[config.mk]
export PLATFORM = sky130hd
export DESIGN_NAME = spi_master_multi
export DESIGN_NICKNAME = d
export VERILOG_FILES = /design/src/rtl/spi_pkg.sv /design/src/rtl/spi_clk_div.sv /design/src/rtl/spi_master_multi.sv
export SDC_FILE = /design/constraint.sdc
export NUM_CORES = 1
export LEC_CHECK = 0
export ABC_AREA = 1
export CAP_MARGIN = 30
export CORE_MARGIN = 4
export CORE_UTILIZATION = 40
export CTS_CLUSTER_SIZE = 20
export DETAILED_ROUTE_END_ITERATION = 16
export HOLD_SLACK_MARGIN = 0.12
export PLACE_DENSITY = 0.73
export REMOVE_ABC_BUFFERS = 1
export SLEW_MARGIN = 20
export SYNTH_ARGS = -nofsm -noshare
export SYNTH_HDL_FRONTEND = slang
export SYNTH_SLANG_ARGS = --single-unit
[constraint.sdc]
create_clock -name clock -period 3.75 [get_ports clock]
set_input_delay 0.75 -clock clock [delete_from_list [all_inputs] [get_ports clock]]
set_output_delay 0.75 -clock clock [all_outputs]
set_load 0.03 [all_outputs]
[src/rtl/spi_pkg.sv]
// ----------------------------------------------------------------------------
// spi_pkg
//   Shared types for the multi-slave SPI master.
//   - spi_state_e : master sequencer states (IDLE, SETUP, TRANSFER, HOLD)
//   - spi_mode_t  : latched {cpol, cpha} pair for one transfer
//   - edge_cnt_width() : width of the SCLK edge counter for a word width
// Configuration macro used by the master: SPI_LSB_FIRST_EN.
// ----------------------------------------------------------------------------
package spi_pkg;

    typedef enum logic [1:0] {
        IDLE     = 2'd0,
        SETUP    = 2'd1,
        TRANSFER = 2'd2,
        HOLD     = 2'd3
    } spi_state_e;

    typedef struct packed {
        logic cpol;
        logic cpha;
    } spi_mode_t;

    // A transfer of N bits spans 2*N SCLK edges, numbered 0 .. 2*N-1.
    function automatic int unsigned edge_cnt_width(input int unsigned data_width);
        return $clog2(2 * data_width);
    endfunction

    localparam int unsigned SPI_DEFAULT_EDGE_CNT_W = edge_cnt_width(8);

endpackage : spi_pkg

[src/rtl/spi_clk_div.sv]
// ----------------------------------------------------------------------------
// spi_clk_div
//   Half-period timer for the SPI master. While enabled, tick_o pulses for one
//   clock every div_i+1 clocks; load_i clears the counter so the next step
//   starts a full half-period.
// Ports
//   clk_i   in  system clock
//   rst_i   in  asynchronous active-high reset
//   load_i  in  clear counter (has priority over en_i)
//   en_i    in  count enable
//   div_i   in  half-period minus one (wrap value)
//   tick_o  out one-cycle pulse at the end of each half-period
// ----------------------------------------------------------------------------
module spi_clk_div
    import spi_pkg::*;
#(
    parameter int unsigned DIV_WIDTH = 8
) (
    input  logic                 clk_i,
    input  logic                 rst_i,
    input  logic                 load_i,
    input  logic                 en_i,
    input  logic [DIV_WIDTH-1:0] div_i,
    output logic                 tick_o
);

    logic [DIV_WIDTH-1:0] cnt_q, cnt_d;

    assign tick_o = en_i && (cnt_q == div_i);

    always_comb begin
        cnt_d = cnt_q;
        if (load_i) begin
            cnt_d = '0;
        end else if (en_i) begin
            cnt_d = tick_o ? '0 : cnt_q + DIV_WIDTH'(1);
        end
    end

    always_ff @(posedge clk_i or posedge rst_i) begin
        if (rst_i) begin
            cnt_q <= '0;
        end else begin
            cnt_q <= cnt_d;
        end
    end

endmodule : spi_clk_div

[src/rtl/spi_master_multi.sv]
// ----------------------------------------------------------------------------
// spi_master_multi
//   Parametrised SPI master: configurable word width, NUM_SS one-hot decoded
//   active-low selects, per-transfer CPOL/CPHA and a busy/done handshake.
//   Sequence IDLE -> SETUP -> TRANSFER -> HOLD -> IDLE, each non-IDLE step one
//   SCLK half-period (clock_div+1 clocks).
// Ports
//   clock, reset       system clock, asynchronous active-high reset
//   start              transfer request, sampled only in IDLE
//   dataToTransmit     word to send (latched on start)
//   ss_sel             target slave index (latched; out of range = no select)
//   cpol, cpha         SPI mode (latched on start)
//   clock_div          SCLK half-period minus one (latched on start)
//   lsb_first          only with SPI_LSB_FIRST_EN: send/receive LSB first
//   MISO               serial data from slave
//   sclk, ss_n, MOSI   SPI bus outputs
//   busy               high while not IDLE
//   done               one-cycle pulse in the first IDLE cycle after a transfer
//   dataRecieved       last received word, updated together with done
// Configuration macro: SPI_LSB_FIRST_EN (undefined: MSB first, no lsb_first).
// ----------------------------------------------------------------------------
module spi_master_multi
    import spi_pkg::*;
#(
    parameter  int unsigned DATA_WIDTH = 8,
    parameter  int unsigned NUM_SS     = 4,
    parameter  int unsigned DIV_WIDTH  = 8,
    localparam int unsigned SS_W       = (NUM_SS > 1) ? $clog2(NUM_SS) : 1
) (
    input  logic                  clock,
    input  logic                  reset,
    input  logic                  start,
    input  logic [DATA_WIDTH-1:0] dataToTransmit,
    input  logic [SS_W-1:0]       ss_sel,
    input  logic                  cpol,
    input  logic                  cpha,
    input  logic [DIV_WIDTH-1:0]  clock_div,
`ifdef SPI_LSB_FIRST_EN
    input  logic                  lsb_first,
`endif
    input  logic                  MISO,
    output logic                  sclk,
    output logic [NUM_SS-1:0]     ss_n,
    output logic                  MOSI,
    output logic                  busy,
    output logic                  done,
    output logic [DATA_WIDTH-1:0] dataRecieved
);

    localparam int unsigned ECW = edge_cnt_width(DATA_WIDTH);
    localparam logic [ECW-1:0] LAST_EDGE = ECW'(2 * DATA_WIDTH - 1);

    spi_state_e            state_q, state_d;
    spi_mode_t             mode_q, mode_d;
    logic [DATA_WIDTH-1:0] tx_q, tx_d;
    logic [DATA_WIDTH-1:0] rx_q, rx_d;
    logic [DATA_WIDTH-1:0] data_q, data_d;
    logic [SS_W-1:0]       sel_q, sel_d;
    logic [DIV_WIDTH-1:0]  div_q, div_d;
    logic [ECW-1:0]        edge_q, edge_d;
    logic                  sclk_q, sclk_d;
    logic                  done_q, done_d;
    logic                  tick;
    logic                  lsb_mode;
    logic                  leading;
    logic                  do_sample;
    logic                  do_shift;

`ifdef SPI_LSB_FIRST_EN
    logic lsb_q, lsb_d;
    assign lsb_mode = lsb_q;
`else
    assign lsb_mode = 1'b0;
`endif

    spi_clk_div #(
        .DIV_WIDTH (DIV_WIDTH)
    ) u_clk_div (
        .clk_i  (clock),
        .rst_i  (reset),
        .load_i (state_q == IDLE),
        .en_i   (state_q != IDLE),
        .div_i  (div_q),
        .tick_o (tick)
    );

    always_comb begin
        state_d   = state_q;
        mode_d    = mode_q;
        tx_d      = tx_q;
        rx_d      = rx_q;
        data_d    = data_q;
        sel_d     = sel_q;
        div_d     = div_q;
        edge_d    = edge_q;
        sclk_d    = sclk_q;
        done_d    = 1'b0;
`ifdef SPI_LSB_FIRST_EN
        lsb_d     = lsb_q;
`endif
        leading   = ~edge_q[0];
        // cpha=0 samples on leading edges, cpha=1 on trailing edges.
        do_sample = leading ^ mode_q.cpha;
        // MOSI already holds the first bit from SETUP, so cpha=1 skips the
        // shift on edge 0 and cpha=0 skips it after the final trailing edge.
        do_shift  = mode_q.cpha ? (leading && (edge_q != '0))
                                : (!leading && (edge_q != LAST_EDGE));

        unique case (state_q)
            IDLE: begin
                sclk_d = mode_q.cpol;
                if (start) begin
                    mode_d  = '{cpol: cpol, cpha: cpha};
                    tx_d    = dataToTransmit;
                    rx_d    = '0;
                    sel_d   = ss_sel;
                    div_d   = clock_div;
                    edge_d  = '0;
                    sclk_d  = cpol;
`ifdef SPI_LSB_FIRST_EN
                    lsb_d   = lsb_first;
`endif
                    state_d = SETUP;
                end
            end
            SETUP: begin
                if (tick) begin
                    state_d = TRANSFER;
                end
            end
            TRANSFER: begin
                if (tick) begin
                    sclk_d = ~sclk_q;
                    if (do_sample) begin
                        rx_d = lsb_mode ? {MISO, rx_q[DATA_WIDTH-1:1]}
                                        : {rx_q[DATA_WIDTH-2:0], MISO};
                    end
                    if (do_shift) begin
                        tx_d = lsb_mode ? {1'b0, tx_q[DATA_WIDTH-1:1]}
                                        : {tx_q[DATA_WIDTH-2:0], 1'b0};
                    end
                    if (edge_q == LAST_EDGE) begin
                        edge_d  = '0;
                        state_d = HOLD;
                    end else begin
                        edge_d = edge_q + ECW'(1);
                    end
                end
            end
            HOLD: begin
                sclk_d = mode_q.cpol;
                if (tick) begin
                    done_d  = 1'b1;
                    data_d  = rx_q;
                    state_d = IDLE;
                end
            end
            default: begin
                state_d = IDLE;
            end
        endcase
    end

    always_ff @(posedge clock or posedge reset) begin
        if (reset) begin
            state_q <= IDLE;
            mode_q  <= '0;
            tx_q    <= '0;
            rx_q    <= '0;
            data_q  <= '0;
            sel_q   <= '0;
            div_q   <= '0;
            edge_q  <= '0;
            sclk_q  <= 1'b0;
            done_q  <= 1'b0;
`ifdef SPI_LSB_FIRST_EN
            lsb_q   <= 1'b0;
`endif
        end else begin
            state_q <= state_d;
            mode_q  <= mode_d;
            tx_q    <= tx_d;
            rx_q    <= rx_d;
            data_q  <= data_d;
            sel_q   <= sel_d;
            div_q   <= div_d;
            edge_q  <= edge_d;
            sclk_q  <= sclk_d;
            done_q  <= done_d;
`ifdef SPI_LSB_FIRST_EN
            lsb_q   <= lsb_d;
`endif
        end
    end

    // Select decode follows the state directly so reset releases it at once;
    // an out-of-range index matches no bit and leaves every select high.
    always_comb begin
        ss_n = '1;
        if (state_q != IDLE) begin
            for (int unsigned i = 0; i < NUM_SS; i++) begin
                if (sel_q == SS_W'(i)) begin
                    ss_n[i] = 1'b0;
                end
            end
        end
    end

    assign MOSI         = (state_q != IDLE) ? (lsb_mode ? tx_q[0] : tx_q[DATA_WIDTH-1]) : 1'b0;
    assign sclk         = sclk_q;
    assign busy         = (state_q != IDLE);
    assign done         = done_q;
    assign dataRecieved = data_q;

endmodule : spi_master_multi

==> results.toml <==
[outcome]
status = "complete, no violations"

[synth]
synth_area_um2 = 2710
ys_seq_area_share_pct = 48.0
syn_area_per_cell_um2 = 8.11
synth-seq-cells = 52
yosysUniqueCellTypes = 32
syn_inst = 334
synth_edf_count = 0
yosys_warnings = 0
ys.flop_type = "dfrtp_1"
ys_async_sr_fraction_pct = 100

[finish]
seq_area_um2 = 1300
fin_cells = 452
syn_to_final_growth_pct = 20.2
multiInputGateArea_um2 = 1180
fin_nets = 405
drive_above_1_share_pct = 8.53
n_fill_cell = 637
n_antenna_cell = 0
final_cell_mix = "127 x nand2_1, 52 x dfrtp_1, 39 x clkdlybuf4s50_1"
final_common_cell = "nand2_1"

[power_and_ir_drop]
max-vdd-ir-drop_uv = 282
clock_power_share_pct = 17.4
p_leak_uw = 0.00172
p_int_uw = 1270
total_power_uw = 2220
swShare_pct = 42.9
seq_power_share_pct = 37.1
combPwrFrac_pct = 45.5
p_per_area_nw_per_um2 = 682
net-switching-power_uw = 952

[cts]
cts_tree = "done"
post_cts_resized = 0
clk_transition_reported_paths_ns = 0.09
h-tree-depth = 2
numCtsBuffers = 5
ctsHoldBuffers = 0
clockBufferDepth = 2
clock-sinks = 52
cts_root_buf = "clkbuf_8"
clock_latency_ns = 0.31
post_cts.repair.setup_buffers = 0

[drt]
drtAntennaViolNets = 0
vias = 2156
drc = 0
avgRoutedWirePerCell_um = 11.7
first_pass_iters = 4
dr.first_iter.drc_count = 139
viasPerCell = 4.77
wirelength_um = 5280

[global_routing]
grt_max_degree = 28
grt_pass1_vias = 2130
antenna_found_initial = 0
overflow = 0
grt_use_total_pct = 14.1
grt_pass1_wl_um = 9660

[placement]
dp_hpwl_um = 3770
gp_congestion = 0.816
io_buffers = 39
pre_cts_ws_ns = 1.33
place_inst = 444

[worst_setup_path]
crit_path_cell_trace = "inv_1, ha_1, inv_2, nand3_1, clkdlybuf4s50_1"
arrival_ns = 2.00
critPathRequiredTime_ns = 3.00
max_stage_delay_ns = 0.68
start_kind = "flip-flop"
r2r_cells = 8
endpoint_kind = "output pin"
setup.worst_path.class = "reg2out"
cp_max_fo = 8
crit_slowest_cell = "clkdlybuf4s50_1"

[run]
drv_cap = 0

[floorplan]
num_rows = 29
die_h_um = 90.3
die_x_um = 90.3
io-pin-count = 40
core_area_um2 = 6460
start_util_pct = 41.9
die_area_um2 = 8150

[timing]
hold_violations = 0
max-slew-margin-rel_pct = 54.8
period_minus_slack_ns = 2.75
setup_tns_ns = 0
finalMaxSlewViolations = 0
finalClockSkew_ns = 0.00557
rsz0062_at_grt = "no"
tightest_slew_ns = 0.676
setup_ws_ns = 1.00
setup_violations = 0
post-route-period-util_pct = 73.2
clock.fmax_ghz = 0.364
holdWs_ns = 0.479

[worst_hold_path]
hold_path_depth = 2
worstHoldPathType = "reg2reg"
-- registers in the layout, indices dropped and copies added, names as in the netlist --
name,count
dataRecieved,8
div_q,8
done,1
edge_q,4
mode_q,2
rx_q,8
sclk,1
sel_q,2
state_q,2
tx_q,8
u_clk_div.cnt_q,8
-- synthesized netlist by cell type (all sizes together), types with 3 or more instances --
| library cell | instances | area share (%) |
|---|---|---|
| xor2 | 3 | 0.97 |
| o21ai | 10 | 2.0 |
| ha | 7 | 3.2 |
| nand4 | 17 | 3.9 |
| dfrtp | 52 | 48 |
| clkbuf | 3 | 0.42 |
| mux2 | 4 | 1.7 |
| xnor2 | 4 | 1.3 |
| nand2 | 131 | 19 |
| a21oi | 9 | 1.7 |
| inv | 40 | 5.5 |
| nand3 | 15 | 3.6 |
| buf | 5 | 2.4 |
| nor2 | 27 | 4.5 |
-- worst max-delay path, delay by kind of cell (launching register included) --
family | cells | cell delay [ns]
buffers and inverters | 3 | 0.90
adder cells (fa/ha/maj) | 1 | 0.26
AND/OR/NAND/NOR | 1 | 0.11
flip-flops | 1 | 0.42
-- cells by family after synthesis --
kind of cell,count (synthesis),synth area share [%]
adder cells (fa/ha/maj),7,3.23
XOR/XNOR,7,2.26
buffers and inverters,49,8.54
AND/OR/NAND/NOR,194,32.1
flip-flops,52,48.0
AO/OA/AOI/OAI,21,4.20
multiplexers,4,1.66
-- path summary, 6_finish.rpt --
check / slack (ns) / to / startpoint
max in group asynchronous: 2.40 / state_q[1]$_DFFE_PP0P_ / reset
worst max register to register: 1.83 / tx_q[1]$_DFFE_PP0P_ / state_q[0]$_DFFE_PP0P_
min in group asynchronous: 0.82 / sclk$_DFFE_PP0P_ / reset
worst max-delay path: 1.00 / ss_n[1] / state_q[0]$_DFFE_PP0P_
worst min register to register: 0.48 / tx_q[0]$_DFFE_PP0P_ / tx_q[0]$_DFFE_PP0P_
worst min-delay path: 0.48 / tx_q[0]$_DFFE_PP0P_ / tx_q[0]$_DFFE_PP0P_
-- through the flow --
| step | cell area [um2] | util (%) |
|---|---|---|
| after CTS | 3260 | 50.4 |
| after global placement | 3130 | 48.4 |
| after detailed placement | 3150 | 48.7 |
| final | 3260 | 50.4 |
| after floorplan | 2630 | - |
| after global routing | 3260 | 50.4 |
-- power groups by stage --
stage / Sequential (uW) / Combinational (uW) / Clock [uW]
2_1_floorplan: 819 / 749 / 0
6_report: 824 / 1010 / 387
3_3_place_gp: 832 / 992 / 0
4_1_cts: 824 / 1020 / 395
5_1_grt: 849 / 1170 / 416
3_5_place_dp: 833 / 1020 / 0
-- routing by layer --
layer,vias up,part of all wire [%],track usage [%]
met5,-,0,0
met4,0,1.5,4.97
met3,8,4.0,2.92
met2,36,47,22.3
met1,992,47,19.3
li1,1120,-,-
-- area by class of cell --
| cell class | instances | share of cell area, % |
|---|---|---|
| clock buffer | 5 | 2.11 |
| clock inverter | 3 | 1.31 |
| inverter | 41 | 4.73 |
| multi-input combinational | 233 | 36.1 |
| sequential | 52 | 40.0 |
| tap | 77 | 2.96 |
| timing repair buffer | 41 | 12.8 |
(Power assumes the default switching activity.)
